--- config.mk ---
export PLATFORM = sky130hd
export DESIGN_NAME = pong_match_ctrl_flat
export DESIGN_NICKNAME = d
export VERILOG_FILES = /design/src/rtl/pong_match_if.sv /design/src/rtl/pong_match_ctrl.sv /design/src/flat_wrapper.sv
export SDC_FILE = /design/constraint.sdc
export NUM_CORES = 1
export LEC_CHECK = 0
export ABC_AREA = 1
export CAP_MARGIN = 20
export CORE_ASPECT_RATIO = 0.6
export CORE_MARGIN = 3
export CORE_UTILIZATION = 55
export DETAILED_ROUTE_END_ITERATION = 16
export GPL_TIMING_DRIVEN = 1
export PLACE_DENSITY = 0.78
export SYNTH_ARGS = -nofsm -noshare
export SYNTH_HDL_FRONTEND = slang
export SYNTH_SLANG_ARGS = --single-unit
--- constraint.sdc ---
create_clock -name clk -period 2.6 [get_ports clk]
set_input_delay 0.26 -clock clk [delete_from_list [all_inputs] [get_ports clk]]
set_output_delay 0.26 -clock clk [all_outputs]
set_load 0.05 [all_outputs]
--- src/rtl/pong_match_if.sv ---
// Match controller <-> ball engine / score counter / display signal bundle.
// master = match controller side, slave = the surrounding datapath.
interface pong_match_if;
  logic       start, pause, miss_left, miss_right;
  logic [3:0] p1_unit, p1_tens, p2_unit, p2_tens;
  logic       score1, score2, score_clear;
  logic       ball_reset, ball_enable, serve_dir, game_over;
  logic [1:0] winner;

  modport master (
    input  start, pause, miss_left, miss_right,
    input  p1_unit, p1_tens, p2_unit, p2_tens,
    output score1, score2, score_clear,
    output ball_reset, ball_enable, serve_dir, game_over, winner
  );

  modport slave (
    output start, pause, miss_left, miss_right,
    output p1_unit, p1_tens, p2_unit, p2_tens,
    input  score1, score2, score_clear,
    input  ball_reset, ball_enable, serve_dir, game_over, winner
  );
endinterface

--- src/rtl/pong_match_ctrl.sv ---
// Pong match sequencer: IDLE -> SERVE -> PLAY -> POINT -> CHECK -> SERVE/OVER.
// Define PONG_PAUSE_EN to let the pause switch freeze SERVE and PLAY.
module pong_match_ctrl #(
  parameter int WIN_SCORE   = 11,
  parameter int SERVE_DELAY = 100000000,
  parameter int CNT_W       = $clog2(SERVE_DELAY+1)
) (
  input  logic         clk,
  input  logic         reset,
  pong_match_if.master bus
);
  typedef enum logic [2:0] {IDLE, SERVE, PLAY, POINT, CHECK, OVER} state_e;

  localparam logic [CNT_W-1:0] CNT_LAST = CNT_W'(SERVE_DELAY-1);
  localparam logic [6:0]       WIN      = 7'(WIN_SCORE);

  state_e           state_q, state_d;
  logic [CNT_W-1:0] cnt_q, cnt_d;
  logic             start_q, start_rise, frz;
  logic             score1_q, score1_d, score2_q, score2_d, clear_q, clear_d;
  logic             dir_q, dir_d, ball_reset_q, ball_enable_q, game_over_q;
  logic [1:0]       win_q, win_d;
  logic [6:0]       p1_score, p2_score;

  assign start_rise = bus.start & ~start_q;
  assign p1_score   = 7'(bus.p1_tens) * 7'd10 + 7'(bus.p1_unit);
  assign p2_score   = 7'(bus.p2_tens) * 7'd10 + 7'(bus.p2_unit);

`ifdef PONG_PAUSE_EN
  assign frz = bus.pause & ((state_q == SERVE) | (state_q == PLAY));
`else
  logic unused_pause;
  assign unused_pause = bus.pause;
  assign frz          = 1'b0;
`endif

  always_comb begin
    state_d  = state_q;
    cnt_d    = cnt_q;
    score1_d = 1'b0;
    score2_d = 1'b0;
    clear_d  = 1'b0;
    dir_d    = dir_q;
    win_d    = win_q;
    if (!frz) begin
      case (state_q)
        IDLE, OVER: if (start_rise) begin
          clear_d = 1'b1;
          dir_d   = 1'b0;
          win_d   = 2'b00;
          cnt_d   = '0;
          state_d = SERVE;
        end
        SERVE: begin
          if (cnt_q == CNT_LAST) begin
            cnt_d   = '0;
            state_d = PLAY;
          end else begin
            cnt_d = cnt_q + CNT_W'(1);
          end
        end
        PLAY: begin
          // Serve goes toward whoever just conceded.
          case ({bus.miss_left, bus.miss_right})
            2'b10: begin score2_d = 1'b1; dir_d = 1'b0; state_d = POINT; end
            2'b01: begin score1_d = 1'b1; dir_d = 1'b1; state_d = POINT; end
            2'b11: begin cnt_d = '0; state_d = SERVE; end
            default: ;
          endcase
        end
        POINT: state_d = CHECK;
        CHECK: begin
          if (p1_score >= WIN) begin
            win_d   = 2'b01;
            state_d = OVER;
          end else if (p2_score >= WIN) begin
            win_d   = 2'b10;
            state_d = OVER;
          end else begin
            cnt_d   = '0;
            state_d = SERVE;
          end
        end
        default: state_d = IDLE;
      endcase
    end
  end

  always_ff @(posedge clk) begin
    if (reset) begin
      state_q       <= IDLE;
      cnt_q         <= '0;
      start_q       <= 1'b0;
      score1_q      <= 1'b0;
      score2_q      <= 1'b0;
      clear_q       <= 1'b0;
      dir_q         <= 1'b0;
      win_q         <= 2'b00;
      ball_reset_q  <= 1'b1;
      ball_enable_q <= 1'b0;
      game_over_q   <= 1'b0;
    end else begin
      state_q       <= state_d;
      cnt_q         <= cnt_d;
      start_q       <= bus.start;
      score1_q      <= score1_d;
      score2_q      <= score2_d;
      clear_q       <= clear_d;
      dir_q         <= dir_d;
      win_q         <= win_d;
      ball_reset_q  <= (state_d != PLAY);
      ball_enable_q <= (state_d == PLAY) & ~frz;
      game_over_q   <= (state_d == OVER);
    end
  end

  assign bus.score1      = score1_q;
  assign bus.score2      = score2_q;
  assign bus.score_clear = clear_q;
  assign bus.ball_reset  = ball_reset_q;
  assign bus.ball_enable = ball_enable_q;
  assign bus.serve_dir   = dir_q;
  assign bus.game_over   = game_over_q;
  assign bus.winner      = win_q;
endmodule

--- src/flat_wrapper.sv ---
// flat-port wrapper written by rule: the top's interface ports become plain ports
module pong_match_ctrl_flat 
#(
  parameter int WIN_SCORE   = 11,
  parameter int SERVE_DELAY = 100000000,
  parameter int CNT_W       = $clog2(SERVE_DELAY+1)
)
  (clk, reset, bus_start, bus_pause, bus_miss_left, bus_miss_right, bus_p1_unit, bus_p1_tens, bus_p2_unit, bus_p2_tens, bus_score1, bus_score2, bus_score_clear, bus_ball_reset, bus_ball_enable, bus_serve_dir, bus_game_over, bus_winner);
  pong_match_if bus_i ();
  input  logic clk;
  input  logic reset;
  input wire logic [$bits(bus_i.start)-1:0] bus_start;
  input wire logic [$bits(bus_i.pause)-1:0] bus_pause;
  input wire logic [$bits(bus_i.miss_left)-1:0] bus_miss_left;
  input wire logic [$bits(bus_i.miss_right)-1:0] bus_miss_right;
  input wire logic [$bits(bus_i.p1_unit)-1:0] bus_p1_unit;
  input wire logic [$bits(bus_i.p1_tens)-1:0] bus_p1_tens;
  input wire logic [$bits(bus_i.p2_unit)-1:0] bus_p2_unit;
  input wire logic [$bits(bus_i.p2_tens)-1:0] bus_p2_tens;
  output wire logic [$bits(bus_i.score1)-1:0] bus_score1;
  output wire logic [$bits(bus_i.score2)-1:0] bus_score2;
  output wire logic [$bits(bus_i.score_clear)-1:0] bus_score_clear;
  output wire logic [$bits(bus_i.ball_reset)-1:0] bus_ball_reset;
  output wire logic [$bits(bus_i.ball_enable)-1:0] bus_ball_enable;
  output wire logic [$bits(bus_i.serve_dir)-1:0] bus_serve_dir;
  output wire logic [$bits(bus_i.game_over)-1:0] bus_game_over;
  output wire logic [$bits(bus_i.winner)-1:0] bus_winner;
  assign bus_i.start = bus_start;
  assign bus_i.pause = bus_pause;
  assign bus_i.miss_left = bus_miss_left;
  assign bus_i.miss_right = bus_miss_right;
  assign bus_i.p1_unit = bus_p1_unit;
  assign bus_i.p1_tens = bus_p1_tens;
  assign bus_i.p2_unit = bus_p2_unit;
  assign bus_i.p2_tens = bus_p2_tens;
  assign bus_score1 = bus_i.score1;
  assign bus_score2 = bus_i.score2;
  assign bus_score_clear = bus_i.score_clear;
  assign bus_ball_reset = bus_i.ball_reset;
  assign bus_ball_enable = bus_i.ball_enable;
  assign bus_serve_dir = bus_i.serve_dir;
  assign bus_game_over = bus_i.game_over;
  assign bus_winner = bus_i.winner;
  pong_match_ctrl #(.WIN_SCORE(WIN_SCORE), .SERVE_DELAY(SERVE_DELAY), .CNT_W(CNT_W)) u_core (.clk(clk), .reset(reset), .bus(bus_i));
endmodule
==> qor.csv, run 1 <==
metric,value,unit
top_layer_used,met4,
cts_tree,done,
min_path_type,input pin to register,
netlist_instances,428,
power,1502,uW
die_y,62.54,um
synth_xor_area_frac,0.02391,
synth_mux_area_frac,0,
drc,0,
antenna_found_initial,0,
grt_usage,0.2552,
synth_seq_cells,40,
diodes,0,
power_frac_clock,0.342,
slew_viol_final,0,
synth_top_family_by_area,simple AND/OR/NAND/NOR gates,
cp.arrival,2.72,ns
die_width,100.2,um
net-switching-power,439.4,uW
wl_met3,1037,um
cap_violations,0,
holdWs,0.3975,ns
root_buffer,clkbuf_8,
core,4850,um^2
tightest_slew,0.5061,ns
grt_first_pass_wirelength,12970,um
place_hpwl,5873,um
fin_crit_sh,0.9797,
outcome,completed,
clockBufferDepth,2,
yosys-top-cells-area,"dfxtp_1, nand2_1, ha_1, nor2_1, nand3_1",
min_period,2.547,ns
utilization,0.7454,
drt_iter0_drc,312,
syn-cell-area,2930,um^2
combPwrFrac,0.242,
rows,19,
power_density,415.6,nW/um^2
seqPwrFrac,0.417,
routed_via_density,5.602,
met1_length,3945,um
drtPass1Iterations,5,
gp_congestion,0.9869,
area_growth,23.36,%
crit_path_start_kind,input pin,
required,2.77,ns
synth_compound_area_frac,0.1358,
yosys.area_share.simple,0.3792,
antenna_left,0,
die_area,6268,um^2
final_layout_size_suffix_gt1_frac,0.2126,
num-fill-cells,399,
yosysWarnings,0,
portBuffers,29,
yosys.area.top_type,dfxtp_1,
finalNetCount,519,
cp_max_fo,7,
drt_wl_total,8097,um
cts.sinks,40,
switching_share,0.2925,
syn_nets,473,
cts_max_level,2,
seq_area_frac_synth,0.2733,
clk_latency,0.30,ns
leakagePower,0.001439,uW
worstSetupEndpointType,register,
internal_power,1063,uW
met2_length,3064,um
design.portCount,31,
avgSynthCellArea,6.847,um^2
fmax,0.3926,GHz
yosysTopAreaCellShare,0.2733,
route.detailed.wl_per_inst,15.05,um
grt_pass1_vias,2665,
clkTransAtPathRegs,0.08,ns
cts-buffers-inserted,5,
critPathKind,input pin to register,
overflow,0,
grt_max_degree,26,
placed_cell_area,3348,um^2
yosys.area_share.adder,0.1085,
peakVddDrop,332.0,uV
vias,3014,
initial_core_util,0.6042,
synth_cell_type_count,30,
hold_viol,0,
stdcell_area,3615,um^2
setup_viol,0,
relSlewSlack,0.6615,
clock_skew,0.005213,ns
## worst max-delay path, stage by stage
cell	delay [ns]
clkdlybuf4s50_1	0.45
ha_2	0.21
ha_2	0.18
fa_1	0.49
inv_2	0.11
nand2_1	0.06
nor2_1	0.10
nor2_1	0.04
nor2_1	0.10
nand3_2	0.13
nand2_2	0.11
nand3_4	0.15
clkbuf_16	0.22
nand2_2	0.06
a21oi_2	0.04
## layout make-up
class / instances / area [um^2] / share of cell area
inverters: 47 / 176.4 / 0.04881
clock buffers: 5 / 68.82 / 0.01904
clock inverters: 3 / 42.54 / 0.01177
well taps: 63 / 78.83 / 0.02181
repair buffers: 48 / 508.0 / 0.1405
flip-flops and latches: 40 / 800.8 / 0.2215
multi-input cells: 332 / 1939 / 0.5365
## cell usage in the layout (no fill, tap or decap), types with 5 or more instances in the layout
cell type and instances:
inv_1 39, inv_2 8, nor2_1 56, buf_4 14
o21ai_0 8, a21oi_1 16, nand3_1 35, dfxtp_1 40
clkdlybuf4s50_1 23, nand4_1 15, nand2_2 23, xor2_1 5
a21oi_2 24, nand2_1 92, clkbuf_8 5, ha_1 15
nor3_1 7
## synthesized netlist by cell type
cell	count
a21o_1	3
a21oi_1	19
a21oi_2	21
a31oi_1	1
buf_8	2
clkbuf_1	7
dfxtp_1	40
fa_1	4
ha_1	19
inv_1	41
inv_2	6
nand2_1	94
nand2_2	21
nand3_1	37
nand3_4	1
nand3b_1	1
nand4_1	15
nor2_1	57
nor2_4	2
nor3_1	7
nor3_2	2
nor4_1	1
o2111ai_1	1
o211ai_1	2
o21ai_0	10
o21ai_2	1
o21bai_1	1
or2_2	4
xnor2_1	3
xor2_1	5
## timing repair
action                     4_1_cts  5_1_grt
gates resized for setup         11       13
hold buffers                     0        0
buffers inserted                 2        1
setup endpoints to repair       17       31
gates cloned                     1        2
pin swaps                        7        7
## stage by stage
| stage | setup TNS [ns] | cells | worst slack [ns] |
|---|---|---|---|
| 2_1_floorplan | 0 | 428 | 0.3157 |
| 3_3_place_gp | -6.259 | 524 | -0.2287 |
| 3_5_place_dp | -9.046 | 524 | -0.3384 |
| 4_1_cts | 0 | 535 | 0.009358 |
| 5_1_grt | -0.3704 | 538 | -0.03698 |
| 6_report | 0 | 538 | 0.05290 |
## routing by layer
metal | GRT usage | vias to the layer above
met5 | 0 | -
met3 | 0.07469 | 7
met1 | 0.4155 | 1355
li1 | - | 1493
met2 | 0.3210 | 159
met4 | 0.04706 | 0
## power by group through the flow
stage	logic, uW	clock network, uW	registers [uW]
6_report	363	513	626
5_1_grt	392	550	627
4_1_cts	321	517	626
3_5_place_dp	291	0	640
3_3_place_gp	283	0	640
2_1_floorplan	185	0	649
## final timing paths
check	cells past startpoint	startpoint	endpoint	slack [ns]
min	2	reset	u_core.start_q	0.40
min reg2reg	1	u_core.start_q	u_core.bus.score_clear	0.43
max	15	bus_p2_tens[0]	u_core.cnt_q[19]	0.05
max reg2reg	10	u_core.cnt_q[0]	u_core.bus.ball_reset	0.38
## cells by family (layout without fill, tap and decap cells)
family | after synthesis | count (layout)
fa+ha+maj | 23 | 23
flops | 40 | 40
buf+inv | 56 | 103
compound gates | 59 | 59
xor+xnor | 8 | 8
simple gates | 242 | 242
## registers in the layout, indices dropped and copies added (netlist names)
register / cells
u_core.bus.score2: 1
u_core.bus.ball_enable: 1
u_core.bus.serve_dir: 1
u_core.state_q: 3
u_core.start_q: 1
u_core.bus.score1: 1
u_core.bus.ball_reset: 1
u_core.bus.game_over: 1
u_core.bus.score_clear: 1
u_core.bus.winner: 2
u_core.cnt_q: 27
No activity file was read; power rests on OpenSTA's default activity.
==> run 2, diff against run 1 <==
Settings changed: CTS_CLUSTER_DIAMETER from default to 50.
==> results of run 2 <==
No change in the layout: final DEF, timing and power equal those of run 1.
